**src/rtl/nes_cpu_bus_pkg.sv**
```systemverilog
// Shared types and memory-map constants for the NES CPU bus decoder and its OAM DMA engine.
package nes_bus_pkg;

  typedef enum logic [2:0] {
    SRC_NONE,
    SRC_RAM,
    SRC_PPU,
    SRC_IO,
    SRC_PRG
  } bus_src_t;

  typedef enum logic [1:0] {
    DMA_IDLE,
    DMA_ALIGN,
    DMA_RD,
    DMA_WR
  } dma_state_t;

  localparam logic [15:0] RAM_LIMIT    = 16'h1FFF;
  localparam logic [15:0] PPU_BASE     = 16'h2000;
  localparam logic [15:0] PPU_LIMIT    = 16'h3FFF;
  localparam logic [15:0] IO_BASE      = 16'h4000;
  localparam logic [15:0] IO_LIMIT     = 16'h401F;
  localparam logic [15:0] PRG_BASE     = 16'h8000;
  localparam logic [15:0] DMA_REG_ADDR = 16'h4014;
  localparam logic [2:0]  OAM_DATA_REG = 3'd4;

  // $4014 sits inside the IO window but belongs to the DMA engine, so it decodes as unmapped.
  function automatic bus_src_t decode_src(input logic [15:0] addr);
    bus_src_t src;
    src = SRC_NONE;
    if (addr <= RAM_LIMIT) begin
      src = SRC_RAM;
    end else if (addr >= PPU_BASE && addr <= PPU_LIMIT) begin
      src = SRC_PPU;
    end else if (addr >= IO_BASE && addr <= IO_LIMIT && addr != DMA_REG_ADDR) begin
      src = SRC_IO;
    end else if (addr >= PRG_BASE) begin
      src = SRC_PRG;
    end
    return src;
  endfunction

endpackage

```
**src/rtl/nes_cpu_bus_if.sv**
```systemverilog
// CPU-side request/return bus between the 6502 core (master) and the bus decoder (slave).
interface nes_cpu_bus_if;
  logic        req;
  logic        we;
  logic [15:0] addr;
  logic [7:0]  wdata;
  logic [7:0]  rdata;
  logic        rvalid;
  logic        stall;

  modport master (output req, output we, output addr, output wdata,
                  input rdata, input rvalid, input stall);
  modport slave  (input req, input we, input addr, input wdata,
                  output rdata, output rvalid, output stall);
endinterface

```
**src/rtl/nes_cpu_bus_oam_dma_fsm.sv**
```systemverilog
// OAM DMA sequencer: after a $4014 write, copies page {page,00..FF} to PPU OAMDATA one byte per RD/WR pair.
module oam_dma_fsm
  import nes_bus_pkg::*;
(
  input  logic        clk,
  input  logic        rst,
  input  logic        i_start,
  input  logic [7:0]  i_page,
  input  logic        i_parity,
  input  logic [7:0]  i_rdata,
  output logic        o_dma_busy,
  output logic        o_dma_rd,
  output logic        o_dma_wr,
  output logic [15:0] o_dma_rd_addr,
  output logic [7:0]  o_dma_wdata
);

  dma_state_t r_state, w_state_n;
  logic [7:0] r_page, w_page_n;
  logic [7:0] r_cnt, w_cnt_n;

  always_ff @(posedge clk or posedge rst) begin
    if (rst) begin
      r_state <= DMA_IDLE;
      r_page  <= 8'h00;
      r_cnt   <= 8'h00;
    end else begin
      r_state <= w_state_n;
      r_page  <= w_page_n;
      r_cnt   <= w_cnt_n;
    end
  end

  // ALIGN leaves on parity 0; entering on parity 1 therefore costs exactly one extra cycle.
  always_comb begin
    w_state_n = r_state;
    w_page_n  = r_page;
    w_cnt_n   = r_cnt;
    case (r_state)
      DMA_IDLE: begin
        if (i_start) begin
          w_state_n = DMA_ALIGN;
          w_page_n  = i_page;
          w_cnt_n   = 8'h00;
        end
      end
      DMA_ALIGN: begin
        if (!i_parity) w_state_n = DMA_RD;
      end
      DMA_RD: begin
        w_state_n = DMA_WR;
      end
      DMA_WR: begin
        w_cnt_n   = r_cnt + 8'd1;
        w_state_n = (r_cnt == 8'hFF) ? DMA_IDLE : DMA_RD;
      end
      default: w_state_n = DMA_IDLE;
    endcase
  end

  assign o_dma_busy    = (r_state != DMA_IDLE);
  assign o_dma_rd      = (r_state == DMA_RD);
  assign o_dma_wr      = (r_state == DMA_WR);
  assign o_dma_rd_addr = {r_page, r_cnt};
  assign o_dma_wdata   = i_rdata;

endmodule

```
**src/rtl/nes_cpu_bus.sv**
```systemverilog
// NES CPU memory-map decoder: chip selects, 1-cycle aligned read-return mux, open bus and OAM DMA host.
module nes_cpu_bus
  import nes_bus_pkg::*;
#(
  parameter int RAM_AW      = 11,
  parameter bit OPEN_BUS_EN = 1'b1,
  parameter bit DMA_EN      = 1'b1
) (
  input  logic              clk,
  input  logic              rst,
  nes_cpu_bus_if.slave      cpu,
  output logic              o_ram_ena,
  output logic              o_ram_we,
  output logic [RAM_AW-1:0] o_ram_addr,
  output logic [7:0]        o_ram_wdata,
  input  logic [7:0]        i_ram_rdata,
  output logic              o_ppu_cs,
  output logic              o_ppu_we,
  output logic [2:0]        o_ppu_reg,
  output logic [7:0]        o_ppu_wdata,
  input  logic [7:0]        i_ppu_rdata,
  output logic              o_io_cs,
  output logic              o_io_we,
  output logic [4:0]        o_io_addr,
  input  logic [7:0]        i_io_rdata,
  output logic              o_prg_ena,
  output logic [14:0]       o_prg_addr,
  input  logic [7:0]        i_prg_data
);

  logic        w_cpu_acc, w_acc_rd, w_acc_wr, w_dma_start;
  logic [15:0] w_acc_addr;
  bus_src_t    w_src;
  logic        w_dma_busy, w_dma_rd, w_dma_wr;
  logic [15:0] w_dma_rd_addr;
  logic [7:0]  w_dma_wdata, w_ret_data;
  bus_src_t    r_tag_src;
  logic        r_tag_cpu;
  logic [7:0]  r_open_bus;
  logic        r_parity;

  assign w_cpu_acc = cpu.req & ~w_dma_busy & ~rst;

  // A DMA read borrows the CPU decode path so it sees RAM, ROM, PPU and open bus exactly as the CPU would.
  always_comb begin
    w_acc_addr = cpu.addr;
    w_acc_rd   = w_cpu_acc & ~cpu.we;
    w_acc_wr   = w_cpu_acc & cpu.we;
    if (w_dma_rd) begin
      w_acc_addr = w_dma_rd_addr;
      w_acc_rd   = 1'b1;
      w_acc_wr   = 1'b0;
    end
  end

  assign w_src       = decode_src(w_acc_addr);
  assign w_dma_start = DMA_EN && w_acc_wr && (w_acc_addr == DMA_REG_ADDR);

  assign o_ram_ena   = (w_acc_rd | w_acc_wr) && (w_src == SRC_RAM);
  assign o_ram_we    = w_acc_wr && (w_src == SRC_RAM);
  assign o_ram_addr  = w_acc_addr[RAM_AW-1:0];
  assign o_ram_wdata = cpu.wdata;
  assign o_ppu_cs    = ((w_acc_rd | w_acc_wr) && (w_src == SRC_PPU)) || w_dma_wr;
  assign o_ppu_we    = (w_acc_wr && (w_src == SRC_PPU)) || w_dma_wr;
  assign o_ppu_reg   = w_dma_wr ? OAM_DATA_REG : w_acc_addr[2:0];
  assign o_ppu_wdata = w_dma_wr ? w_dma_wdata : cpu.wdata;
  assign o_io_cs     = (w_acc_rd | w_acc_wr) && (w_src == SRC_IO);
  assign o_io_we     = w_acc_wr && (w_src == SRC_IO);
  assign o_io_addr   = w_acc_addr[4:0];
  assign o_prg_ena   = w_acc_rd && (w_src == SRC_PRG);
  assign o_prg_addr  = w_acc_addr[14:0];

  always_ff @(posedge clk or posedge rst) begin
    if (rst) begin
      r_tag_src  <= SRC_NONE;
      r_tag_cpu  <= 1'b0;
      r_open_bus <= 8'h00;
      r_parity   <= 1'b0;
    end else begin
      r_tag_src <= w_acc_rd ? w_src : SRC_NONE;
      r_tag_cpu <= w_cpu_acc & ~cpu.we;
      r_parity  <= ~r_parity;
      if (r_tag_cpu) r_open_bus <= w_ret_data;
    end
  end

  always_comb begin
    w_ret_data = OPEN_BUS_EN ? r_open_bus : 8'h00;
    case (r_tag_src)
      SRC_RAM: w_ret_data = i_ram_rdata;
      SRC_PPU: w_ret_data = i_ppu_rdata;
      SRC_IO:  w_ret_data = i_io_rdata;
      SRC_PRG: w_ret_data = i_prg_data;
      default: ;
    endcase
  end

  assign cpu.rdata  = r_tag_cpu ? w_ret_data : 8'h00;
  assign cpu.rvalid = r_tag_cpu;
  assign cpu.stall  = w_dma_busy;

  oam_dma_fsm u_dma (
    .clk           (clk),
    .rst           (rst),
    .i_start       (w_dma_start),
    .i_page        (cpu.wdata),
    .i_parity      (r_parity),
    .i_rdata       (w_ret_data),
    .o_dma_busy    (w_dma_busy),
    .o_dma_rd      (w_dma_rd),
    .o_dma_wr      (w_dma_wr),
    .o_dma_rd_addr (w_dma_rd_addr),
    .o_dma_wdata   (w_dma_wdata)
  );

endmodule

```
**src/flat_wrapper.sv**
```systemverilog
// flat-port wrapper written by rule: the top's interface ports become plain ports
module nes_cpu_bus_flat import nes_bus_pkg::*;
#(
  parameter int RAM_AW      = 11,
  parameter bit OPEN_BUS_EN = 1'b1,
  parameter bit DMA_EN      = 1'b1
)
  (clk, rst, o_ram_ena, o_ram_we, o_ram_addr, o_ram_wdata, i_ram_rdata, o_ppu_cs, o_ppu_we, o_ppu_reg, o_ppu_wdata, i_ppu_rdata, o_io_cs, o_io_we, o_io_addr, i_io_rdata, o_prg_ena, o_prg_addr, i_prg_data, cpu_req, cpu_we, cpu_addr, cpu_wdata, cpu_rdata, cpu_rvalid, cpu_stall);
  nes_cpu_bus_if cpu_i ();
  input  logic clk;
  input  logic rst;
  output logic o_ram_ena;
  output logic o_ram_we;
  output logic [RAM_AW-1:0] o_ram_addr;
  output logic [7:0] o_ram_wdata;
  input  logic [7:0] i_ram_rdata;
  output logic o_ppu_cs;
  output logic o_ppu_we;
  output logic [2:0] o_ppu_reg;
  output logic [7:0] o_ppu_wdata;
  input  logic [7:0] i_ppu_rdata;
  output logic o_io_cs;
  output logic o_io_we;
  output logic [4:0] o_io_addr;
  input  logic [7:0] i_io_rdata;
  output logic o_prg_ena;
  output logic [14:0] o_prg_addr;
  input  logic [7:0] i_prg_data;
  input wire logic [$bits(cpu_i.req)-1:0] cpu_req;
  input wire logic [$bits(cpu_i.we)-1:0] cpu_we;
  input wire logic [$bits(cpu_i.addr)-1:0] cpu_addr;
  input wire logic [$bits(cpu_i.wdata)-1:0] cpu_wdata;
  output wire logic [$bits(cpu_i.rdata)-1:0] cpu_rdata;
  output wire logic [$bits(cpu_i.rvalid)-1:0] cpu_rvalid;
  output wire logic [$bits(cpu_i.stall)-1:0] cpu_stall;
  assign cpu_i.req = cpu_req;
  assign cpu_i.we = cpu_we;
  assign cpu_i.addr = cpu_addr;
  assign cpu_i.wdata = cpu_wdata;
  assign cpu_rdata = cpu_i.rdata;
  assign cpu_rvalid = cpu_i.rvalid;
  assign cpu_stall = cpu_i.stall;
  nes_cpu_bus #(.RAM_AW(RAM_AW), .OPEN_BUS_EN(OPEN_BUS_EN), .DMA_EN(DMA_EN)) u_core (.clk(clk), .rst(rst), .cpu(cpu_i), .o_ram_ena(o_ram_ena), .o_ram_we(o_ram_we), .o_ram_addr(o_ram_addr), .o_ram_wdata(o_ram_wdata), .i_ram_rdata(i_ram_rdata), .o_ppu_cs(o_ppu_cs), .o_ppu_we(o_ppu_we), .o_ppu_reg(o_ppu_reg), .o_ppu_wdata(o_ppu_wdata), .i_ppu_rdata(i_ppu_rdata), .o_io_cs(o_io_cs), .o_io_we(o_io_we), .o_io_addr(o_io_addr), .i_io_rdata(i_io_rdata), .o_prg_ena(o_prg_ena), .o_prg_addr(o_prg_addr), .i_prg_data(i_prg_data));
endmodule
```
**config.mk**
```make
export PLATFORM = sky130hd
export DESIGN_NAME = nes_cpu_bus_flat
export DESIGN_NICKNAME = d
export VERILOG_FILES = /design/src/rtl/nes_cpu_bus_pkg.sv /design/src/rtl/nes_cpu_bus_if.sv /design/src/rtl/nes_cpu_bus_oam_dma_fsm.sv /design/src/rtl/nes_cpu_bus.sv /design/src/flat_wrapper.sv
export SDC_FILE = /design/constraint.sdc
export NUM_CORES = 1
export LEC_CHECK = 0
export CORE_MARGIN = 2
export CORE_UTILIZATION = 40
export CTS_BUF_LIST = sky130_fd_sc_hd__clkbuf_4 sky130_fd_sc_hd__clkbuf_8
export CTS_CLUSTER_SIZE = 30
export DETAILED_ROUTE_END_ITERATION = 12
export GPL_ROUTABILITY_DRIVEN = 0
export PLACE_DENSITY = 0.92
export SLEW_MARGIN = 5
export SYNTH_ARGS = -nofsm -noshare
export SYNTH_HDL_FRONTEND = slang
export SYNTH_SLANG_ARGS = --single-unit
```
**constraint.sdc**
```tcl
create_clock -name clk -period 3.6 [get_ports clk]
set_input_delay 0.9 -clock clk [delete_from_list [all_inputs] [get_ports clk]]
set_output_delay 0.9 -clock clk [all_outputs]
set_load 0.01 [all_outputs]
```
# Word-level counts from Yosys, hierarchy flattened
# Cells that the tools add are included.
# totals
reg_bits	31
inputBits	60
out_inout_bits	67
word_cells	76
# classes
addsub	1
order_cmp	6
eq_ne	16
mux	18
bitwise	9
n_reduce_logical	19
# ops
operator	n
one-hot mux 8 bit (4 select lines)	1
two-way mux 8 bit	3
two-way mux 3 bit	6
equality test 16 x 15 -> 1 bit, second input constant	1
>= comparator 16 x 14 -> 1 bit, second input constant	1
>= comparator 16 x 15 -> 1 bit, second input constant	1
>= comparator 16 bit, second input constant	1
<= comparator 16 x 13 -> 1 bit, second input constant	1
<= comparator 16 x 14 -> 1 bit, second input constant	1
<= comparator 16 x 15 -> 1 bit, second input constant	1
two-way mux 16 bit	1
!= test 16 x 15 -> 1 bit, second input constant	1
one-hot mux 8 bit (2 select lines)	1
equality test 3 x 2 -> 1 bit, second input constant	4
logical AND 1 bit	11
adder 8 x 1 -> 8 bit, second input constant	1
equality test 8 bit, second input constant	1
one-hot mux 2 bit (4 select lines)	1
equality test 3 x 1 -> 1 bit, second input constant	2
equality test 3 bit, second input constant	2
two-way mux 2 bit	3
AND reduction 2 bit	3
AND 1 bit	4
equality test 2 bit, second input constant	2
other kinds (8)	15

# Depth between registers and ports, before layout
# Gate-level depths: netlist (run 1).
# depth
word_depth	11
mapped_depth	8
depth_no_buf	5

# Cells and area by module
# Synthesis (run 1) repeated with hierarchy kept, for this count alone.
# unflattened
cells_unflattened	278
hier_area_um2	2597.5
# modules_own_cells
mod	n_inst	cells_each	area_each_um2	seq_area_each_um2
nes_cpu_bus	1	201	1710.4	325.3
oam_dma_fsm	1	77	887.1	450.4

# Least setup slack after synthesis (run 1)
# No wires, ideal clock.
# synth_timing
kind	input to output
start	input cpu_addr[2]
end	output o_io_cs
t_arrival_ns	2.090
slack_ns	0.610
cell_stages	4
n_path_buf	0
path_cell_list	mux2_4 > and4_4 > or4_4 > nor2_1
# synth_between
elab_chain_cells	9
word_cells_on_any_way	17
# synth_lines
element	line	text
start: declaration	flat_wrapper.sv:31	input wire logic [$bits(cpu_i.addr)-1:0] cpu_addr;
two-way mux 16 bit *	nes_cpu_bus.sv:49	if (w_dma_rd) begin
>= comparator 16 x 15 -> 1 bit / <= comparator 16 x 15 -> 1 bit (equally long branches)	nes_cpu_bus_pkg.sv:36	end else if (addr >= IO_BASE && addr <= IO_LIMIT && addr != DMA_REG_ADDR) begin
logical AND 1 bit (2 in series)	nes_cpu_bus_pkg.sv:36	
two-way mux 3 bit	nes_cpu_bus_pkg.sv:36	
two-way mux 3 bit	nes_cpu_bus_pkg.sv:34	end else if (addr >= PPU_BASE && addr <= PPU_LIMIT) begin
two-way mux 3 bit *	nes_cpu_bus_pkg.sv:32	if (addr <= RAM_LIMIT) begin
equality test 3 x 2 -> 1 bit *	nes_cpu_bus.sv:67	assign o_io_cs = (w_acc_rd | w_acc_wr) && (w_src == SRC_IO);
logical AND 1 bit *	nes_cpu_bus.sv:67	
end: declaration	flat_wrapper.sv:22	output logic o_io_cs;
# Mark *: on every way between the ends. The rest lies on a longest branch, timed or not.

# Worst setup path after layout (run 1)
# layout_timing
start	input cpu_req
end	output o_prg_ena
# layout_between
elab_chain_cells	5
# layout_lines
element	line	text
start: declaration	flat_wrapper.sv:29	input wire logic [$bits(cpu_i.req)-1:0] cpu_req;
AND 1 bit (2 in series)	nes_cpu_bus.sv:42	assign w_cpu_acc = cpu.req & ~w_dma_busy & ~rst;
AND 1 bit	nes_cpu_bus.sv:47	w_acc_rd = w_cpu_acc & ~cpu.we;
two-way mux 1 bit	nes_cpu_bus.sv:49	
logical AND 1 bit	nes_cpu_bus.sv:70	assign o_prg_ena = w_acc_rd && (w_src == SRC_PRG);
end: declaration	flat_wrapper.sv:26	output logic o_prg_ena;
# Every way passes these cells.

==> results of run 1 <==
logic make-up (layout without fill, tap and decap cells):
| family | Yosys count | in the layout | synth area share |
|---|---|---|---|
| DFF | 31 | 31 | 0.3056 |
| adders and majority gates | 1 | 1 | 0.004928 |
| muxes | 29 | 29 | 0.1326 |
| AOI/OAI and AO/OA | 59 | 59 | 0.1572 |
| buffers and inverters | 51 | 170 | 0.1212 |
| and+or+nand+nor | 141 | 141 | 0.2785 |
report_power, final:
| part | switching [W] | internal (W) |
|---|---|---|
| logic | 0.000714 | 0.000834 |
| registers | 0.0000918 | 0.000411 |
| clock network | 0.000119 | 0.000150 |
cell type report:
class	instances	share of cell area
Inverter	6	0.005629
Multi-Input combinational cell	230	0.3790
Tap cell	77	0.02408
Clock inverter	1	0.001251
Timing Repair Buffer	156	0.3749
Sequential cell	31	0.1942
Clock buffer	7	0.02095
metrics by stage:
step / instances / util / area (sq um) / worst slack, ns / power, W
6_report: 508 / 0.6411 / 4001 / 0.09299 / 0.002320
5_1_grt: 508 / 0.6411 / 4001 / 0.003264 / 0.002473
4_1_cts: 505 / 0.6275 / 3916 / 0.005367 / 0.002285
3_5_place_dp: 495 / 0.6087 / 3799 / -0.4117 / 0.001975
3_3_place_gp: 495 / 0.6087 / 3799 / -0.4260 / 0.001928
2_1_floorplan: 312 / - / 2539 / 0.6099 / 0.001325
metal layers:
layer  vias up  part of all wire
li1       1296                 -
met1      1291              0.39
met2       126              0.52
met3        11             0.072
met4         0             0.013
met5         -                 0
final timing paths:
kind	from	endpoint	slack [ns]	cells after the start
worst max-delay path	cpu_req	o_prg_ena	0.09	5
worst min-delay path	u_core.r_parity	u_core.r_parity	0.44	1
worst max register to register	u_core.u_dma.r_state[0]	u_core.u_dma.r_page[5]	1.37	6
worst min register to register	u_core.r_parity	u_core.r_parity	0.44	1
max in group asynchronous	rst	u_core.r_tag_src[2]	2.21	3
min in group asynchronous	rst	u_core.r_open_bus[6]	1.09	3
cell usage in the layout, fill, tap and decap left out, types with 6 or more instances in the layout:
| cell | count |
|---|---|
| dfrtp_1 | 30 |
| mux2_2 | 21 |
| o211ai_1 | 8 |
| nand2b_1 | 12 |
| nor2_1 | 11 |
| o21ai_0 | 19 |
| dlymetal6s2s_1 | 12 |
| clkdlybuf4s50_1 | 107 |
| nor2b_1 | 8 |
| inv_1 | 6 |
| a211oi_1 | 7 |
| nand3_1 | 6 |
| and2_1 | 9 |
| nand2_1 | 68 |
| buf_4 | 30 |
timing repair:
| action | in CTS | in global routing |
|---|---|---|
| hold buffers | 0 | 0 |
| buffers inserted | 2 | 3 |
| setup endpoints to repair | 19 | 15 |
| gates resized for setup | 18 | 20 |
| pin swaps | 6 | 5 |
worst max-delay path: cells and delay by family:
| family | cells | cell delay [ns] |
|---|---|---|
| and+or+nand+nor | 2 | 0.51 |
| buffers and inverters | 2 | 1.04 |
| AOI/OAI and AO/OA | 1 | 0.16 |
registers in the layout (all words and copies together), names as in the netlist:
name,cells
u_core.r_parity,1
u_core.u_dma.r_cnt,8
u_core.u_dma.r_state,2
u_core.u_dma.r_page,8
u_core.r_open_bus,8
u_core.cpu.rvalid,1
u_core.r_tag_src,3
==> run_results.csv, run 1 <==
group,metric,value,unit
outcome,outcome,"complete, no violations",
timing,skew,0.002130,ns
floorplanning,ioPinCount,127,
grt,met3_usage,0.04352,
grt,grt_max_degree,32,
detailed_routing,initialDrtViolationCount,188,
grt,gr-total-overflow,0,
synthesis,ys_types,46,
synthesis,synthTopCellsByCount,"nand2_1, dfrtp_1, buf_4",
grt,use_met1,0.2581,
detailed_routing,via_per_inst,5.362,
clock_network,clk_pin_slew_worst_paths,0.06,ns
place,place_hpwl,6035,um
synthesis,synthDominantCellAreaShare,0.3056,
clock_network,cts_htree_levels,2,
detailed_routing,wl,8109,um
synthesis,synth_most_common_cell,"nand2_1",
timing,layout_min_cycle_time,3.507,ns
clock_network,cts.path.max_buffers,2,
detailed_routing,drtAntennaViolNets,0,
place,place.port_buffers,126,
timing,finalCritPeriodShare,0.9742,
critical_path,required,2.70,ns
detailed_routing,routedWlPerCell,15.96,um
cells_and_area,regArea,777.0,sq um
grt,grt_pass1_wl,12520,um
clock_network,cts_num_sinks,31,
timing,whs,0.4417,ns
floorplanning,core.rowCount,29,
timing,fin_setup_tns,0,ns
timing,maxSlewViolCount,0,
cells_and_area,drive_above_1_share,0.1995,
grt,grtUsageTotal,0.2186,
grt,grt_util_met2,0.4036,
grt,grt-busiest-layer,"met2",
clock_network,clock_latency,0.28,ns
timing,relSlewSlack,0.6162,
critical_path,cp.arrival,2.61,ns
critical_path,slowest_delay,0.56,ns
timing,fmax,0.2851,GHz
power_and_ir_drop,ir_drop,0.3044,mV
critical_path,worst_setup_path_end_kind,"primary output",
cells_and_area,syn_to_final_growth,57.61,%
synthesis,synth_warnings,0,
synthesis,async_reset_ff_frac,1.000,
synthesis,synth_nets,373,
cells_and_area,nets,491,
grt,grt_pass1_vias,2671,
floorplanning,die_x,83.67,um
run,max-cap-violations,0,
critical_path,startpoint_type,"primary input",
power_and_ir_drop,p_leak,1.889,nW
critical_path,cp_max_fo,4,
synthesis,synth_top_flop_cell,"dfrtp_1",
clock_network,cts-buffers-inserted,5,
floorplanning,die_h,83.67,um
power_and_ir_drop,powerDensity,579.8,nW/um^2
min_path,min_path_type,"flip-flop to flip-flop",
timing,tightest_slew,0.5757,ns
synthesis,syn_area_per_cell,8.137,sq um
floorplanning,core,6241,sq um
cells_and_area,antenna_cells,0,
critical_path,crit_slowest_cell,"clkdlybuf4s50_1",
clock_network,root_buffer,"clkbuf_8",
synthesis,ys_top_cells_by_area,"dfrtp_1, nand2_1, mux2_2",
floorplanning,start_util,0.4068,
timing,grt_setup_unrepaired,"no",
synthesis,synth_top_area_cell,"dfrtp_1",
synthesis,synth_edf_count,0,
synthesis,ys_seq_area_frac,0.3056,
cells_and_area,fill_cells,482,
synthesis,netlist_instances,312,
critical_path,cpMostUsedCell,"clkdlybuf4s50_1",
timing,hold_viol_final,0,
floorplanning,fp.dieArea,7000,sq um
detailed_routing,drt_first_pass_iters,4,
detailed_routing,drc_errors,0,
critical_path,crit_chain,"clkdlybuf4s50_1 > nor2b_2 > nor3b_2 > a22o_1 > clkdlybuf4s50_1",
detailed_routing,vias,2724,
cells_and_area,multi_input_area,1516,sq um
timing,setup_violations,0,
synthesis,synth-seq-cells,31,
grt,antenna_found_initial,0,
clock_network,cts_tree,"yes",
synthesis,synth_area,2539,sq um
critical_path,path_class,"primary input to primary output",
(Power assumes the default switching activity.)
==> run 2: changes to the inputs <==
--- a/config.mk
+++ b/config.mk
@@ -8,6 +8,7 @@
 export CORE_MARGIN = 2
 export CORE_UTILIZATION = 40
 export CTS_BUF_LIST = sky130_fd_sc_hd__clkbuf_4 sky130_fd_sc_hd__clkbuf_8
+export CTS_CLUSTER_DIAMETER = 80
 export CTS_CLUSTER_SIZE = 30
 export DETAILED_ROUTE_END_ITERATION = 12
 export GPL_ROUTABILITY_DRIVEN = 0
==> results of run 2 <==
Same layout as run 1: the final DEF is identical, and so are final timing and power.
==> run 3: changes to the inputs <==
--- a/config.mk
+++ b/config.mk
@@ -5,6 +5,7 @@
 export SDC_FILE = /design/constraint.sdc
 export NUM_CORES = 1
 export LEC_CHECK = 0
+export ABC_AREA = 1
 export CORE_MARGIN = 2
 export CORE_UTILIZATION = 40
 export CTS_BUF_LIST = sky130_fd_sc_hd__clkbuf_4 sky130_fd_sc_hd__clkbuf_8
==> run 3 against run 2 <==
Against the previous run:
- routed wire length shrank 2.6%
- area after synthesis shrank 0.79%
- clock power shrank 4%
- critical path type unchanged
- critical endpoint is now o_ppu_cs
- largest cell class is now non-clock buffers
==> run_results.csv, run 3 <==
group,metric,value,unit
timing,skew,0.008606,ns
detailed_routing,drt_first_pass_iters,5,
critical_path,rr_startpoint,"u_core.u_dma.r_state[1]",
clock_network,ctsResizeCount,3,
floorplanning,core.rowCount,28,
detailed_routing,drtAntennaViolNets,0,
min_path,whs_path_depth,1,
synthesis,ys_top_cells_by_area,"dfrtp_1, nand2_1, inv_1",
min_path,whs_endpoint,"u_core.r_parity",
clock_network,cts.path.max_buffers,2,
power_and_ir_drop,powerDensity,630.0,nW/um^2
critical_path,path_class,"primary input to primary output",
synthesis,synth_area,2519,sq um
min_path,min-delay-start,"u_core.r_parity",
clock_network,cts_htree_levels,2,
clock_network,cts_tree,"yes",
floorplanning,start_util,0.4204,
place,place.port_buffers,126,
floorplanning,die_h,83.35,um
cells_and_area,syn_to_final_growth,49.03,%
timing,relSlewSlack,0.5878,
synthesis,synth_most_common_cell,"nand2_1",
detailed_routing,routedWlPerCell,13.41,um
synthesis,synth_top_area_cell,"dfrtp_1",
grt,gr-total-overflow,0,
critical_path,cp_max_fo,3,
clock_network,clk_pin_slew_worst_paths,0.05,ns
timing,tightest_slew,0.6177,ns
cells_and_area,antenna_cells,0,
floorplanning,die_x,83.35,um
critical_path,startpoint_type,"primary input",
grt,grt_pass1_wl,13070,um
cells_and_area,nets,576,
timing,finalCritPeriodShare,0.9612,
timing,grt_setup_unrepaired,"no",
grt,grt_max_degree,32,
power_and_ir_drop,ir_drop,0.3285,mV
timing,maxSlewViolCount,0,
synthesis,synth_edf_count,0,
synthesis,ys_seq_area_frac,0.3080,
clock_network,clock_latency,0.28,ns
detailed_routing,initialDrtViolationCount,150,
timing,whs,0.4168,ns
synthesis,synth_warnings,0,
synthesis,synth_nets,471,
synthesis,syn_area_per_cell,6.143,sq um
critical_path,cp.arrival,2.56,ns
floorplanning,core,5991,sq um
run,max-cap-violations,0,
cells_and_area,final_cell_mix,"nand2_1, clkdlybuf4s50_1, inv_1",
clock_network,hold_buffers,0,
synthesis,synthDominantCellAreaShare,0.3080,
synthesis,ys_types,25,
timing,hold_viol_final,0,
floorplanning,fp.dieArea,6947,sq um
critical_path,worst_r2r_endpoint,"u_core.u_dma.r_page[5]",
synthesis,synth_top_flop_cell,"dfrtp_1",
grt,antenna_found_initial,0,
cells_and_area,drive_above_1_share,0.05058,
power_and_ir_drop,p_leak,1.988,nW
clock_network,cts-buffers-inserted,5,
clock_network,cts_num_sinks,31,
cells_and_area,utilization,0.6266,
synthesis,synth-seq-cells,31,
synthesis,netlist_instances,410,
detailed_routing,via_per_inst,4.917,
critical_path,worst_setup_path_end_kind,"primary output",
timing,setup_violations,0,
critical_path,ff2ff_setup_slack,1.20,ns
detailed_routing,wl,7897,um
timing,layout_min_cycle_time,3.460,ns
timing,fmax,0.2890,GHz
synthesis,synthTopCellsByCount,"nand2_1, inv_1, nor2_1",
cells_and_area,fill_cells,505,
clock_network,cts_setup_buffers,0,
critical_path,ff2ff_path_depth,12,
critical_path,required,2.70,ns
synthesis,async_reset_ff_frac,1.000,
cells_and_area,top_regs,"u_core.r_open_bus: 8 flops, u_core.u_dma.r_cnt: 8 flops, u_core.u_dma.r_page: 8 flops",
clock_network,root_buffer,"clkbuf_8",
cells_and_area,final_common_cell,"nand2_1",
detailed_routing,vias,2896,
place,place_hpwl,6382,um
grt,grtUsageTotal,0.2270,
outcome,outcome,"complete, no violations",
min_path,min_path_type,"flip-flop to flip-flop",
detailed_routing,drc_errors,0,
floorplanning,ioPinCount,127,
grt,grt_pass1_vias,2837,
[run 3: logic make-up (layout without fill, tap and decap cells)]
logic type               count (synthesis)  count (layout)  share of synthesized area
AND/OR/NAND/NOR                        211             211                     0.3492
buffers and inverters                  122             226                     0.2295
AO/OA/AOI/OAI                           45              45                     0.1083
flip-flops                              31              31                     0.3080
adder cells (fa/ha/maj)                  1               1                   0.004967
[run 3: metrics by stage]
step | setup slack (ns) | area [sq um] | cells | total power, W | TNS (ns)
2_1_floorplan | 0.3892 | 2519 | 410 | 0.001456 | 0
3_3_place_gp | 0.07512 | 3671 | 583 | 0.002060 | 0
3_5_place_dp | -0.01296 | 3671 | 583 | 0.002106 | -0.02166
4_1_cts | 0.08450 | 3749 | 589 | 0.002372 | 0
5_1_grt | 0.04012 | 3754 | 589 | 0.002536 | 0
6_report | 0.1396 | 3754 | 589 | 0.002365 | 0
[run 3: layer usage]
layer	part of all wire	vias to the layer above	GRT usage
li1	-	1434	-
met4	0.037	0	0.1118
met5	0	-	0
met3	0.042	22	0.03678
met1	0.41	1336	0.2634
met2	0.51	104	0.4025
[run 3: how the worst max path moves through the flow]
stage	end	startpoint	cells past startpoint	slack (ns)
2_1_floorplan	o_ppu_we	rst	5	0.39
3_3_place_gp	o_io_we	cpu_addr[15]	11	0.08
3_5_place_dp	o_io_cs	cpu_addr[15]	11	-0.01
4_1_cts	o_prg_ena	rst	9	0.08
5_1_grt	o_ppu_cs	cpu_addr[15]	8	0.04
6_report	o_ppu_cs	cpu_addr[13]	6	0.14
[run 3: power by group]
| group | switching, W | total, W | leakage, nW | internal, W |
|---|---|---|---|---|
| Clock | 0.000122 | 0.000258 | 0.0406 | 0.000136 |
| Sequential | 0.0000719 | 0.000505 | 0.402 | 0.000433 |
| Combinational | 0.000849 | 0.00160 | 1.54 | 0.000753 |
| Total | 0.00104 | 0.00236 | 1.99 | 0.00132 |
[run 3: final cells by class]
cell class | count | area, sq um | area share
Timing Repair Buffer | 132 | 1306 | 0.3480
Multi-Input combinational cell | 257 | 1171 | 0.3120
Sequential cell | 31 | 775.7 | 0.2067
Inverter | 88 | 330.3 | 0.08800
Tap cell | 75 | 93.84 | 0.02500
Clock buffer | 6 | 76.32 | 0.02033
[run 3: critical path, cell delays in order]
cell and delay, ns:
clkdlybuf4s50_1 0.46, inv_1 0.05, o21ai_0 0.27, nand2_1 0.16, o21ai_0 0.16, clkdlybuf4s50_1 0.55
